==> src/rtl/micro_sequencer_pkg.sv <==
// Shared definitions for the microcode sequencer: state codes, ROM selects
// and the program byte layout.
package mseq_pkg;

    localparam logic [2:0] ST_IDLE  = 3'd0;
    localparam logic [2:0] ST_FETCH = 3'd1;
    localparam logic [2:0] ST_EXEC  = 3'd2;
    localparam logic [2:0] ST_WAIT  = 3'd3;
    localparam logic [2:0] ST_HALT  = 3'd4;

    localparam logic [1:0] ROM_NONE = 2'b00;
    localparam logic [1:0] ROM_AR   = 2'b01;

    localparam logic [3:0] OP_HALT  = 4'hF;

    // Program byte: [7:6] reserved, [5:4] ROM select, [3:0] opcode.
    typedef struct packed {
        logic [1:0] rsvd;
        logic [1:0] sel;
        logic [3:0] op;
    } prog_byte_t;

    function automatic logic is_halt(input prog_byte_t b);
        return (b.sel == ROM_NONE) && (b.op == OP_HALT);
    endfunction

endpackage

==> src/rtl/micro_sequencer_if.sv <==
// Program-memory and ROM-bank signals of the micro sequencer.
interface micro_sequencer_if #(
    parameter int PC_W = 8
);
    logic [PC_W-1:0] pc;
    logic            prog_req;
    logic            prog_valid;
    logic [7:0]      prog_instr;
    logic [1:0]      rom_en;
    logic [7:0]      rom_instr;
    logic [7:0]      ctrl_in;

    modport master (
        output pc, prog_req, rom_en, rom_instr,
        input  prog_valid, prog_instr, ctrl_in
    );

    modport slave (
        input  pc, prog_req, rom_en, rom_instr,
        output prog_valid, prog_instr, ctrl_in
    );
endinterface

==> src/rtl/micro_sequencer_hold_cnt.sv <==
// Hold-time down-counter: loaded with EXEC_CYCLES-1, tc marks the last hold cycle.
module mseq_hold_cnt #(
    parameter int EXEC_CYCLES = 2
) (
    input  logic clk,
    input  logic rst,
    input  logic load,
    input  logic en,
    output logic tc
);
    localparam logic [3:0] LOAD_VAL = 4'(EXEC_CYCLES - 1);

    logic [3:0] cnt;

    always_ff @(posedge clk) begin
        if (rst) begin
            cnt <= '0;
        end else if (load) begin
            cnt <= LOAD_VAL;
        end else if (en && cnt != 4'd0) begin
            cnt <= cnt - 4'd1;
        end
    end

    assign tc = (cnt == 4'd0);
endmodule

==> src/rtl/micro_sequencer.sv <==
// Microcode ROM initiator: fetch, hold select/opcode, capture control word.
// Build option MSEQ_STEP_EN adds a WAIT state released by a step pulse.
//
// state | meaning
// IDLE  | quiescent after reset, waits for start
// FETCH | prog_req high, waits for prog_valid
// EXEC  | rom_en/rom_instr held for EXEC_CYCLES cycles, capture on last
// WAIT  | single-step build only: parked until step
// HALT  | halt opcode fetched, done high, waits for start
module micro_sequencer
    import mseq_pkg::*;
#(
    parameter int              PC_W        = 8,
    parameter logic [PC_W-1:0] START_PC    = '0,
    parameter int              EXEC_CYCLES = 2
) (
    input  logic                     clk,
    input  logic                     rst,
    input  logic                     start,
    input  logic                     step,
    micro_sequencer_if.master        bus,
    output logic [7:0]               ctrl_q,
    output logic                     ctrl_valid,
    output logic                     busy,
    output logic                     done
);
    logic [2:0]      state;
    logic [PC_W-1:0] pc;
    logic [1:0]      rom_en;
    logic [7:0]      rom_instr;
    prog_byte_t      fetched;
    logic            load;
    logic            hold_en;
    logic            tc;
    logic            unused_bits;

    assign fetched = prog_byte_t'(bus.prog_instr);
    assign load    = (state == ST_FETCH) && bus.prog_valid && !is_halt(fetched);
    assign hold_en = (state == ST_EXEC);

    mseq_hold_cnt #(
        .EXEC_CYCLES (EXEC_CYCLES)
    ) u_hold_cnt (
        .clk  (clk),
        .rst  (rst),
        .load (load),
        .en   (hold_en),
        .tc   (tc)
    );

    // rom_en/rom_instr double as the instruction register while in EXEC.
    always_ff @(posedge clk) begin
        if (rst) begin
            state      <= ST_IDLE;
            pc         <= START_PC;
            rom_en     <= ROM_NONE;
            rom_instr  <= '0;
            ctrl_q     <= '0;
            ctrl_valid <= 1'b0;
        end else begin
            ctrl_valid <= 1'b0;
            case (state)
                ST_IDLE, ST_HALT: begin
                    if (start) begin
                        pc    <= START_PC;
                        state <= ST_FETCH;
                    end
                end
                ST_FETCH: begin
                    if (bus.prog_valid) begin
                        if (is_halt(fetched)) begin
                            state <= ST_HALT;
                        end else begin
                            rom_en    <= fetched.sel;
                            rom_instr <= {4'b0000, fetched.op};
                            state     <= ST_EXEC;
                        end
                    end
                end
                ST_EXEC: begin
                    if (tc) begin
                        ctrl_q     <= bus.ctrl_in;
                        ctrl_valid <= 1'b1;
                        pc         <= pc + PC_W'(1);
                        rom_en     <= ROM_NONE;
                        rom_instr  <= '0;
`ifdef MSEQ_STEP_EN
                        state      <= ST_WAIT;
`else
                        state      <= ST_FETCH;
`endif
                    end
                end
`ifdef MSEQ_STEP_EN
                ST_WAIT: begin
                    if (step) begin
                        state <= ST_FETCH;
                    end
                end
`endif
                default: state <= ST_IDLE;
            endcase
        end
    end

    assign bus.pc        = pc;
    assign bus.prog_req  = (state == ST_FETCH);
    assign bus.rom_en    = rom_en;
    assign bus.rom_instr = rom_instr;
    assign busy          = (state inside {ST_FETCH, ST_EXEC, ST_WAIT});
    assign done          = (state == ST_HALT);

`ifdef MSEQ_STEP_EN
    assign unused_bits = ^fetched.rsvd;
`else
    assign unused_bits = ^{fetched.rsvd, step};
`endif
endmodule

==> src/flat_wrapper.sv <==
// flat-port wrapper written by rule: the top's interface ports become plain ports
module micro_sequencer_flat import mseq_pkg::*;
#(
    parameter int              PC_W        = 8,
    parameter logic [PC_W-1:0] START_PC    = '0,
    parameter int              EXEC_CYCLES = 2
)
  (clk, rst, start, step, ctrl_q, ctrl_valid, busy, done, bus_pc, bus_prog_req, bus_rom_en, bus_rom_instr, bus_prog_valid, bus_prog_instr, bus_ctrl_in);
  micro_sequencer_if #(.PC_W(PC_W)) bus_i ();
  input  logic clk;
  input  logic rst;
  input  logic start;
  input  logic step;
  output logic [7:0] ctrl_q;
  output logic ctrl_valid;
  output logic busy;
  output logic done;
  output wire logic [$bits(bus_i.pc)-1:0] bus_pc;
  output wire logic [$bits(bus_i.prog_req)-1:0] bus_prog_req;
  output wire logic [$bits(bus_i.rom_en)-1:0] bus_rom_en;
  output wire logic [$bits(bus_i.rom_instr)-1:0] bus_rom_instr;
  input wire logic [$bits(bus_i.prog_valid)-1:0] bus_prog_valid;
  input wire logic [$bits(bus_i.prog_instr)-1:0] bus_prog_instr;
  input wire logic [$bits(bus_i.ctrl_in)-1:0] bus_ctrl_in;
  assign bus_pc = bus_i.pc;
  assign bus_prog_req = bus_i.prog_req;
  assign bus_rom_en = bus_i.rom_en;
  assign bus_rom_instr = bus_i.rom_instr;
  assign bus_i.prog_valid = bus_prog_valid;
  assign bus_i.prog_instr = bus_prog_instr;
  assign bus_i.ctrl_in = bus_ctrl_in;
  micro_sequencer #(.PC_W(PC_W), .START_PC(START_PC), .EXEC_CYCLES(EXEC_CYCLES)) u_core (.clk(clk), .rst(rst), .start(start), .step(step), .bus(bus_i), .ctrl_q(ctrl_q), .ctrl_valid(ctrl_valid), .busy(busy), .done(done));
endmodule
==> config.mk <==
export PLATFORM = sky130hd
export DESIGN_NAME = micro_sequencer_flat
export DESIGN_NICKNAME = d
export VERILOG_FILES = /design/src/rtl/micro_sequencer_pkg.sv /design/src/rtl/micro_sequencer_if.sv /design/src/rtl/micro_sequencer_hold_cnt.sv /design/src/rtl/micro_sequencer.sv /design/src/flat_wrapper.sv
export SDC_FILE = /design/constraint.sdc
export NUM_CORES = 1
export LEC_CHECK = 0
export ABC_AREA = 1
export BUFFER_PORTS_ARGS = -buffer_cell sky130_fd_sc_hd__buf_2
export CORE_ASPECT_RATIO = 1.2
export CORE_MARGIN = 2
export CORE_UTILIZATION = 51
export CTS_BUF_LIST = sky130_fd_sc_hd__clkbuf_2
export DETAILED_ROUTE_END_ITERATION = 6
export PLACE_DENSITY = 0.82
export SETUP_SLACK_MARGIN = 0.2
export SLEW_MARGIN = 20
export SYNTH_ARGS = -nofsm -noshare
export SYNTH_HDL_FRONTEND = slang
export SYNTH_SLANG_ARGS = --single-unit
==> constraint.sdc <==
create_clock -name clk -period 1.78 [get_ports clk]
set_input_delay 0 -clock clk [delete_from_list [all_inputs] [get_ports clk]]
set_output_delay 0 -clock clk [all_outputs]
set_load 0.05 [all_outputs]
# --- Word-level counts from Yosys, hierarchy flattened ---
# Index checks and enable logic that the tools add are counted.
word_totals:
  reg_bits: 34
  in_bits: 21
  output_inout_bits: 30
  word_cells: 59
classes:
  addsub: 2
  n_eq_ne: 9
  n_mux: 19
  n_bitwise: 1
  reduce_logical: 20
op_table:
  columns: ["op", "n"]
  rows:
  - ["8-bit 2-to-1 mux", 5]
  - ["8-bit one-hot mux with 2 select lines", 2]
  - ["3-bit 2-to-1 mux", 4]
  - ["3-bit one-hot mux with 3 select lines", 1]
  - ["8-bit by 1-bit adder with 8-bit output (second input constant)", 1]
  - ["3-bit by 2-bit equality test with 1-bit output (second input constant)", 2]
  - ["2-bit 2-to-1 mux", 3]
  - ["3-bit AND reduction", 2]
  - ["2-bit nonzero test", 3]
  - ["2-bit OR reduction", 3]
  - ["4-bit equality test (second input constant)", 1]
  - ["1-bit logical AND", 4]
  - ["4-bit zero test", 1]
  - ["2-bit by 1-bit inequality test with 1-bit output (second input constant)", 2]
  - ["2-bit inequality test (second input constant)", 2]
  - ["2-bit one-hot mux with 2 select lines", 1]
  - ["4-bit AND reduction", 1]
  - ["4-bit nonzero test", 1]
  - ["4-bit by 1-bit subtractor with 4-bit output (second input constant)", 1]
  - ["3-bit by 1-bit equality test with 1-bit output (second input constant)", 1]
  - ["3-bit equality test (second input constant)", 1]
  - ["3-bit zero test", 1]
  - ["1-bit 2-to-1 mux", 3]
  - ["3-bit nonzero test", 1]
  - ["4 further kinds", 4]

# --- Longest topological paths before layout ---
# Gate-level depths: netlist of the first run.
logic_depth:
  depth_word: 5
  mapped_depth: 10
  depth_no_buf: 9

# --- Modules after synthesis ---
# From an unflattened synthesis of the first run, not the netlist that was laid out.
unflattened:
  hier_cells: 224
  area_unflattened_um2: 1526.5
by_module_without_submodules:
  columns: ["module", "n_inst", "cells_per_inst", "area_per_inst_um2", "seq_area_each_um2"]
  rows:
  - ["micro_sequencer", 1, 189, 1285.0, 520.5]
  - ["mseq_hold_cnt", 1, 35, 241.5, 80.1]

# --- Worst setup path after synthesis of the first run ---
# No wires, ideal clock.
synth_path:
  path_type: "reg2reg"
  start: "register u_core.state[1]"
  end: "register u_core.rom_instr[0], in the netlist u_core.bus.rom_instr[0]"
  setup_time_ns: 0.117
  arrival_time_ns: 1.452
  slack_ns: 0.212
  stages_incl_launch_ff: 10
  cell_sequence: "dfxtp_1 inv_1 nand2_1 nor2_2 nand2_1 nand2_1 buf_4 nand3_1 nand2_1 nor2_1"
synth_via:
  elab_chain_cells: 3
  word_cells_on_any_way: 8
synth_rtl:
  columns: ["element", "line", "source"]
  rows:
  - ["start, declared", "micro_sequencer.sv:27", "logic [2:0] state;"]
  - ["start signal, assigned", "micro_sequencer.sv:54", "state <= ST_IDLE;"]
  - ["start signal, assigned", "micro_sequencer.sv:66", "state <= ST_FETCH;"]
  - ["start signal, assigned", "micro_sequencer.sv:72", "state <= ST_HALT;"]
  - ["3-bit by 1-bit equality test with 1-bit output (*)", null, null]
  - ["via bus_prog_req", "flat_wrapper.sv:19", "output wire logic [$bits(bus_i.prog_req)-1:0] bus_prog_req;"]
  - ["2-bit inequality test (no line), or another cell as far along", null, null]
  - ["4-bit AND reduction (no line)", null, null]
  - ["end signal, assigned", "micro_sequencer.sv:75", "rom_instr <= {4'b0000, fetched.op};"]
  - ["end, declared", "micro_sequencer.sv:30", "logic [7:0] rom_instr;"]
# The timed path passes the listed nets; every way through them passes the cells marked *.
# A chain may end at the register's enable or synchronous reset.

# --- Worst setup path in the final report of the first run ---
layout_path:
  start: "register u_core.u_hold_cnt.cnt[1]"
  end: "register u_core.rom_instr[0], in the netlist u_core.bus.rom_instr[0]"
layout_via:
  elab_chain_cells: 3
layout_rtl:
  columns: ["element", "line", "source"]
  rows:
  - ["start, declared", "micro_sequencer_hold_cnt.sv:13", "logic [3:0] cnt;"]
  - ["start signal, assigned", "micro_sequencer_hold_cnt.sv:21", "cnt <= cnt - 4'd1;"]
  - ["4-bit zero test", "micro_sequencer_hold_cnt.sv:25", "assign tc = (cnt == 4'd0);"]
  - ["2-bit by 1-bit inequality test with 1-bit output (no line)", null, null]
  - ["4-bit AND reduction (no line)", null, null]
# No other way between the ends.

==> results by group, run 1 <==
Pwr
  • Pwr dens: 780 nW/um^2
  • Leakage: 0.958 nW
  • Worst ir drop on vdd: 0.000738 V
  • Total power draw: 1.52 mW

Setup path
  • Worst R2R Path Depth: 10
  • Startpoint Class: flip-flop
  • Critical path class: reg2reg
  • Worst Path Arrival: 1.80 ns
  • Crit-path max FO: 6
  • Critical Path Stages: 10
  • Worst-path cell chain: inv_1, ha_4, nand2_1, nor2_2, nor2_4, nor2_4, buf_4, nand3_1, nand2_1, nor2_1
  • Bufs and invs on worst path: 2
  • Worst path max stage delay: 0.36 ns
  • Crit-path slowest cell: dfxtp_2
  • WP data required: 2.05 ns
  • Type of destination of the critical path: flip-flop
  • Reg-to-reg setup timing slack: 0.26 ns
  • Top Family by Delay on Critical Path: simple AND/OR/NAND/NOR gates

Flow run
  • Max-cap violations: 0

Timing
  • Hold Vio Cnt, Final: 0
  • Final clock skew: between 0.015 and 0.02 ns
  • Unrepaired setup endpoints after global routing: yes
  • Slew Viols, Final: 0
  • Final period utilization: 85.6%
  • Final setup margin: around 0.26 ns
  • Final setup violation count: 0
  • Maximum clock frequency: around 660 MHz
  • Post-route minimum period: 1.52 ns
  • Sum Neg Setup Slack: 0 ns

Drt
  • DRT Pass-1 Iters: 4
  • DRT Wirelength: 3510 microns
  • Via/cell ratio: 4.97
  • DRC Markers: 0
  • Overall via count from detail_route: 1585
  • Antenna viol nets, final: 0
  • DRT iter0 DRCs: 25
  • Drt wl/cell: ~11 microns

Yosys
  • Post-Synth XOR/XNOR Area: less than 1%
  • Mapped Area: 1490 sq um
  • Mapped Cells: 220
  • Post-synthesis register bit count: 30
  • Synth Area in Compound Gates: 11.8%
  • Synth warn: 0
  • Syn_area_per_cell: 6.75 sq um
  • Yosys cell types: 23
  • Largest family of logic cells by synthesized area: simple AND/OR/NAND/NOR gates
  • Simple-gate portion of the synthesized area: 36.2%
  • Sequential area share after synthesis: roughly two fifths
  • Synth Area in Adders: under 10%
  • Mux contribution to synthesized area: 0%

Global route
  • Largest net degree at the start of global routing: 20
  • Initial antenna violation count: 0
  • Global-route wire length before repair: 5510 microns
  • Remaining Overflow, GRT: 0
  • Gr usage total: 21.8%
  • Number of global-route vias before repair: 1375

Clock tree
  • Bufs on Longest Clock Path: 2
  • Clock latency on the worst-skew pair: 0.36 ns
  • CTS Buf Count: 5
  • CTS tree: built
  • CTS H-tree lvls: 2
  • Worst-path clk slew: 0.15 ns
  • CTS Sinks: 30
  • Root buffer cell: clkbuf_2

Floorplanning
  • Die Ht: roughly 63 microns
  • Starting Density: about 53%
  • Boundary Pins: 51
  • Core area: approximately 2800 sq um
  • Die area: around 3400 sq um
  • FP Rows: 21
  • Die width: between 50 and 60 microns

Placed design
  • DP HPWL: 2190 microns
  • GPL Wtd Cong: 0.773
  • Port Buffer Count: 43
  • Cell Area, Placed: 1690 sq um
  • Post-Place Setup Slack: 0.282 ns

Status
  • Status: completed

Final layout
  • Area Overhead vs Synth: 31.1%
  • Commonest non-fill, non-tap cell in the layout: nand2_1
  • # diodes: 0
  • Layout cell share with drive strength beyond 1: 24.6%
  • Util after Layout: 69.9%
  • Post-layout instance area: 1950 sq um
  • Layout Nets: roughly 300
  • Most used cells in the layout excluding fill and tap cells: nand2_1 (51), buf_2 (43), nor2_1 (40)

Hold path
  • Worst min path class: in2reg
  • Hold path cells: 5
-- cell usage after synthesis --
| master | count | share of area (%) |
|---|---|---|
| nor3_1 | 5 | 1.7 |
| conb_1 | 1 | 0.25 |
| or2_1 | 1 | 0.42 |
| clkbuf_1 | 1 | 0.25 |
| nor2_4 | 2 | 1.5 |
| nand2_1 | 51 | 13 |
| xor2_1 | 1 | 0.59 |
| clkinv_1 | 1 | 0.25 |
| o21bai_1 | 2 | 1.0 |
| inv_2 | 2 | 0.51 |
| buf_2 | 2 | 0.67 |
| nand2_4 | 2 | 1.5 |
| nor2_2 | 4 | 1.7 |
| a21oi_1 | 20 | 6.7 |
| nor2_1 | 41 | 10 |
| inv_1 | 16 | 4.0 |
| ha_1 | 2 | 1.7 |
| nand3_1 | 17 | 5.7 |
| buf_6 | 1 | 0.76 |
| buf_4 | 5 | 2.5 |
| dfxtp_1 | 30 | 40 |
| o21ai_0 | 12 | 4.0 |
| nand2_2 | 1 | 0.42 |
-- final timing paths --
path,endpoint,startpoint
setup / recovery,u_core.bus.rom_instr[0]$_SDFFE_PP0P_,u_core.u_hold_cnt.cnt[1]$_SDFFE_PP0P_
hold / removal,u_core.state[2]$_SDFFE_PP0P_,start
setup reg to reg,u_core.bus.rom_instr[0]$_SDFFE_PP0P_,u_core.u_hold_cnt.cnt[1]$_SDFFE_PP0P_
hold reg to reg,u_core.bus.pc[7]$_SDFFE_PP0P_,u_core.bus.pc[7]$_SDFFE_PP0P_
-- report_power, final --
part	internal [mW]	switching (mW)	leakage, nW
registers	0.712	0.0285	0.245
clock network	0.0964	0.223	0.0304
logic	0.139	0.319	0.683
-- through the flow --
step                hold slack (ns)  std cells
floorplan                     0.135        223
global placement              0.222        291
detailed placement            0.229        291
CTS                          0.0106        315
global route                 0.0412        319
finish                       0.0308        319
-- routing by layer --
layer  GRT usage [%]  routed length, microns  vias to the layer above
li1                -                       -                      824
met1            23.6                    1510                      706
met2            38.4                    1770                       49
met3            7.11                     178                        6
met4            6.73                      47                        0
met5               0                       0                        -
-- layout make-up --
class	instances	area (sq um)
Fill cell	247	838
Multi-Input combinational cell	165	782
Sequential cell	30	603
Timing Repair Buffer	63	409
Inverter	19	71.3
Tap cell	34	42.5
Clock buffer	6	30.0
Clock inverter	2	8.76
-- kinds of logic after synthesis --
kind of cell	count (synthesis)
AOI/OAI and AO/OA	34
and+or+nand+nor	124
adders and majority gates	2
other	1
DFF	30
buffers and inverters	28
xor gates and xnor gates	1
-- registers in the layout, summed over array words and instances, names as in the netlist --
| name | count |
|---|---|
| u_core.bus.rom_en | 2 |
| u_core.ctrl_valid | 1 |
| u_core.u_hold_cnt.cnt | 4 |
| u_core.state | 3 |
| u_core.ctrl_q | 8 |
| u_core.bus.pc | 8 |
| u_core.bus.rom_instr | 4 |
-- tightest hold or removal path, cell delays in order --
cell     delay (ns)
buf_2          0.10
inv_1          0.04
nand2_1        0.08
nand3_1        0.09
a21oi_1        0.05
-- repair_timing --
action,in CTS,in global routing
resized for setup,0,10
hold buffers,16,0
setup endpoints to repair,0,21
hold endpoints to repair,23,0
setup buffers,0,4
Note: power is estimated with default switching activity, not from simulation.
==> inputs of run 2 (changes only) <==
SLEW_MARGIN = not set   (was 20)
clock period = 1.5 ns   (was 1.78 ns; I/O delays follow)
==> results by group, run 2 (synthesis results as in run 1) <==
Clock tree
  • Root buffer cell: clkbuf_2
  • Clock latency on the worst-skew pair: 0.38 ns
  • CTS Buf Count: 5
  • Worst-path clk slew: 0.16 ns
  • Bufs on Longest Clock Path: 2
  • CTS Sinks: 30
  • CTS H-tree lvls: 2
  • CTS tree: built

Setup path
  • Crit-path max FO: 8
  • Critical path class: reg2reg
  • WP data required: 1.75 ns
  • Top Family by Delay on Critical Path: simple AND/OR/NAND/NOR gates
  • Type of destination of the critical path: flip-flop
  • Crit path top cell by count: nor2_4
  • Crit-path slowest cell: dfxtp_2
  • Startpoint Class: flip-flop
  • Worst Path Arrival: 1.56 ns
  • Worst path max stage delay: 0.36 ns
  • Bufs and invs on worst path: 2
  • Worst-path cell chain: inv_2, ha_4, nand2_4, nor2_4, nor2_4, nor2_2, buf_6, nand2_1, a21oi_2

Global route
  • Remaining Overflow, GRT: 0
  • Largest net degree at the start of global routing: 13
  • Global-route wire length before repair: between 6000 and 7000 microns
  • Gr usage total: 24.3%
  • Initial antenna violation count: 0
  • Number of global-route vias before repair: 1487

Floorplanning
  • Starting Density: 53.3%
  • Die Ht: 63.1 microns
  • FP Rows: 21
  • Die width: 53.3 microns
  • Die area: around 3400 sq um
  • Boundary Pins: just over 50
  • Core area: 2790 sq um

Timing
  • Final setup margin: 0.192 ns
  • Sum Neg Setup Slack: 0 ns
  • Slew Viols, Final: 0
  • Final setup violation count: 0
  • Unrepaired setup endpoints after global routing: yes
  • Hold Vio Cnt, Final: 0
  • Maximum clock frequency: 764 MHz
  • Final period utilization: 87.2%
  • Final clock skew: approximately 0.018 ns
  • Post-route minimum period: 1.31 ns

Drt
  • DRT Wirelength: approximately 4100 microns
  • Via/cell ratio: around 5
  • Antenna viol nets, final: 0
  • DRC Markers: 0
  • Overall via count from detail_route: 1645
  • DRT Pass-1 Iters: 5
  • Drt wl/cell: 12.4 microns
  • DRT iter0 DRCs: 48

Placed design
  • Cell Area, Placed: 1750 sq um
  • Post-Place Setup Slack: 0.0550 ns
  • DP HPWL: 2340 microns
  • Port Buffer Count: 43
  • GPL Wtd Cong: 0.815

Final layout
  • # fillers: 207
  • Commonest non-fill, non-tap cell in the layout: nand2_1
  • Post-layout instance area: 2180 sq um
  • # diodes: 0
  • Biggest registers after layout: u_core.bus.pc (8), u_core.ctrl_q (8)
  • Layout Nets: 318
  • Layout cell share with drive strength beyond 1: 36.5%
  • Area Overhead vs Synth: 46.5%
  • Most used cells in the layout excluding fill and tap cells: nand2_1 (46), buf_2 (40), nor2_1 (38)

Hold path
  • Worst min path class: in2reg

Status
  • Status: completed

Pwr
  • Leakage: 1.04 nW
  • Worst ir drop on vdd: 0.000684 V
  • Pwr dens: around 870 nW/um^2

Flow run
  • Max-cap violations: 0
[run 2: area by class of cell]
class / count / area [sq um] / share of cell area [%]
tap: 34 / 42.5 / 1.96
sequential: 30 / 621 / 28.5
timing repair buffer: 73 / 507 / 23.3
inverter: 19 / 73.8 / 3.39
multi-input combinational: 166 / 893 / 41.1
clock inverter: 2 / 8.76 / 0.403
clock buffer: 6 / 30.0 / 1.38
[run 2: worst reg2reg max path, stage by stage, from the launching register on]
cell	delay [ns]
dfxtp_2	0.36
inv_2	0.04
ha_4	0.17
nand2_4	0.07
nor2_4	0.04
nor2_4	0.18
nor2_2	0.07
buf_6	0.14
nand2_1	0.08
a21oi_2	0.05
[run 2: power by group]
group	switching (mW)	internal, mW
sequential	0.0360	0.844
combinational	0.421	0.204
clock	0.272	0.114
total	0.729	1.16
[run 2: timing repair]
item | in CTS | in global routing
pin swaps | 7 | 15
endpoints found under the hold margin | 23 | 0
hold buffers | 16 | 0
endpoints found under the setup margin | 26 | 28
cloned | 1 | 0
gates resized for setup | 24 | 24
buffers inserted | 3 | 5
[run 2: layer usage]
layer  vias to the layer above  GRT usage [%]  routed length [microns]
li1                        845              -                        -
met1                       721           24.3                     1550
met3                        14           4.98                      236
met4                         0           13.1                      110
met5                         -              0                        0
met2                        65           44.3                     2200
[run 2: path summary, 6_finish.rpt]
check | start | end | slack [ns] | depth (start not counted)
worst max-delay path | u_core.u_hold_cnt.cnt[1]$_SDFFE_PP0P_ | u_core.bus.pc[3]$_SDFFE_PP0P_ | 0.19 | 9
worst min register to register | u_core.bus.pc[4]$_SDFFE_PP0P_ | u_core.bus.pc[4]$_SDFFE_PP0P_ | 0.50 | 2
worst max register to register | u_core.u_hold_cnt.cnt[1]$_SDFFE_PP0P_ | u_core.bus.pc[3]$_SDFFE_PP0P_ | 0.19 | 9
worst min-delay path | start | u_core.state[2]$_SDFFE_PP0P_ | 0.03 | 5
[run 2: through the flow]
stage | total power [mW] | instances | hold slack (ns) | util (%)
after floorplan | 1.30 | 223 | 0.135 | -
after global placement | 1.39 | 297 | 0.223 | 63.0
after detailed placement | 1.40 | 297 | 0.235 | 63.0
after CTS | 1.85 | 325 | 0.0130 | 74.2
after global routing | 2.00 | 330 | 0.0227 | 78.1
final | 1.89 | 330 | 0.0285 | 78.1
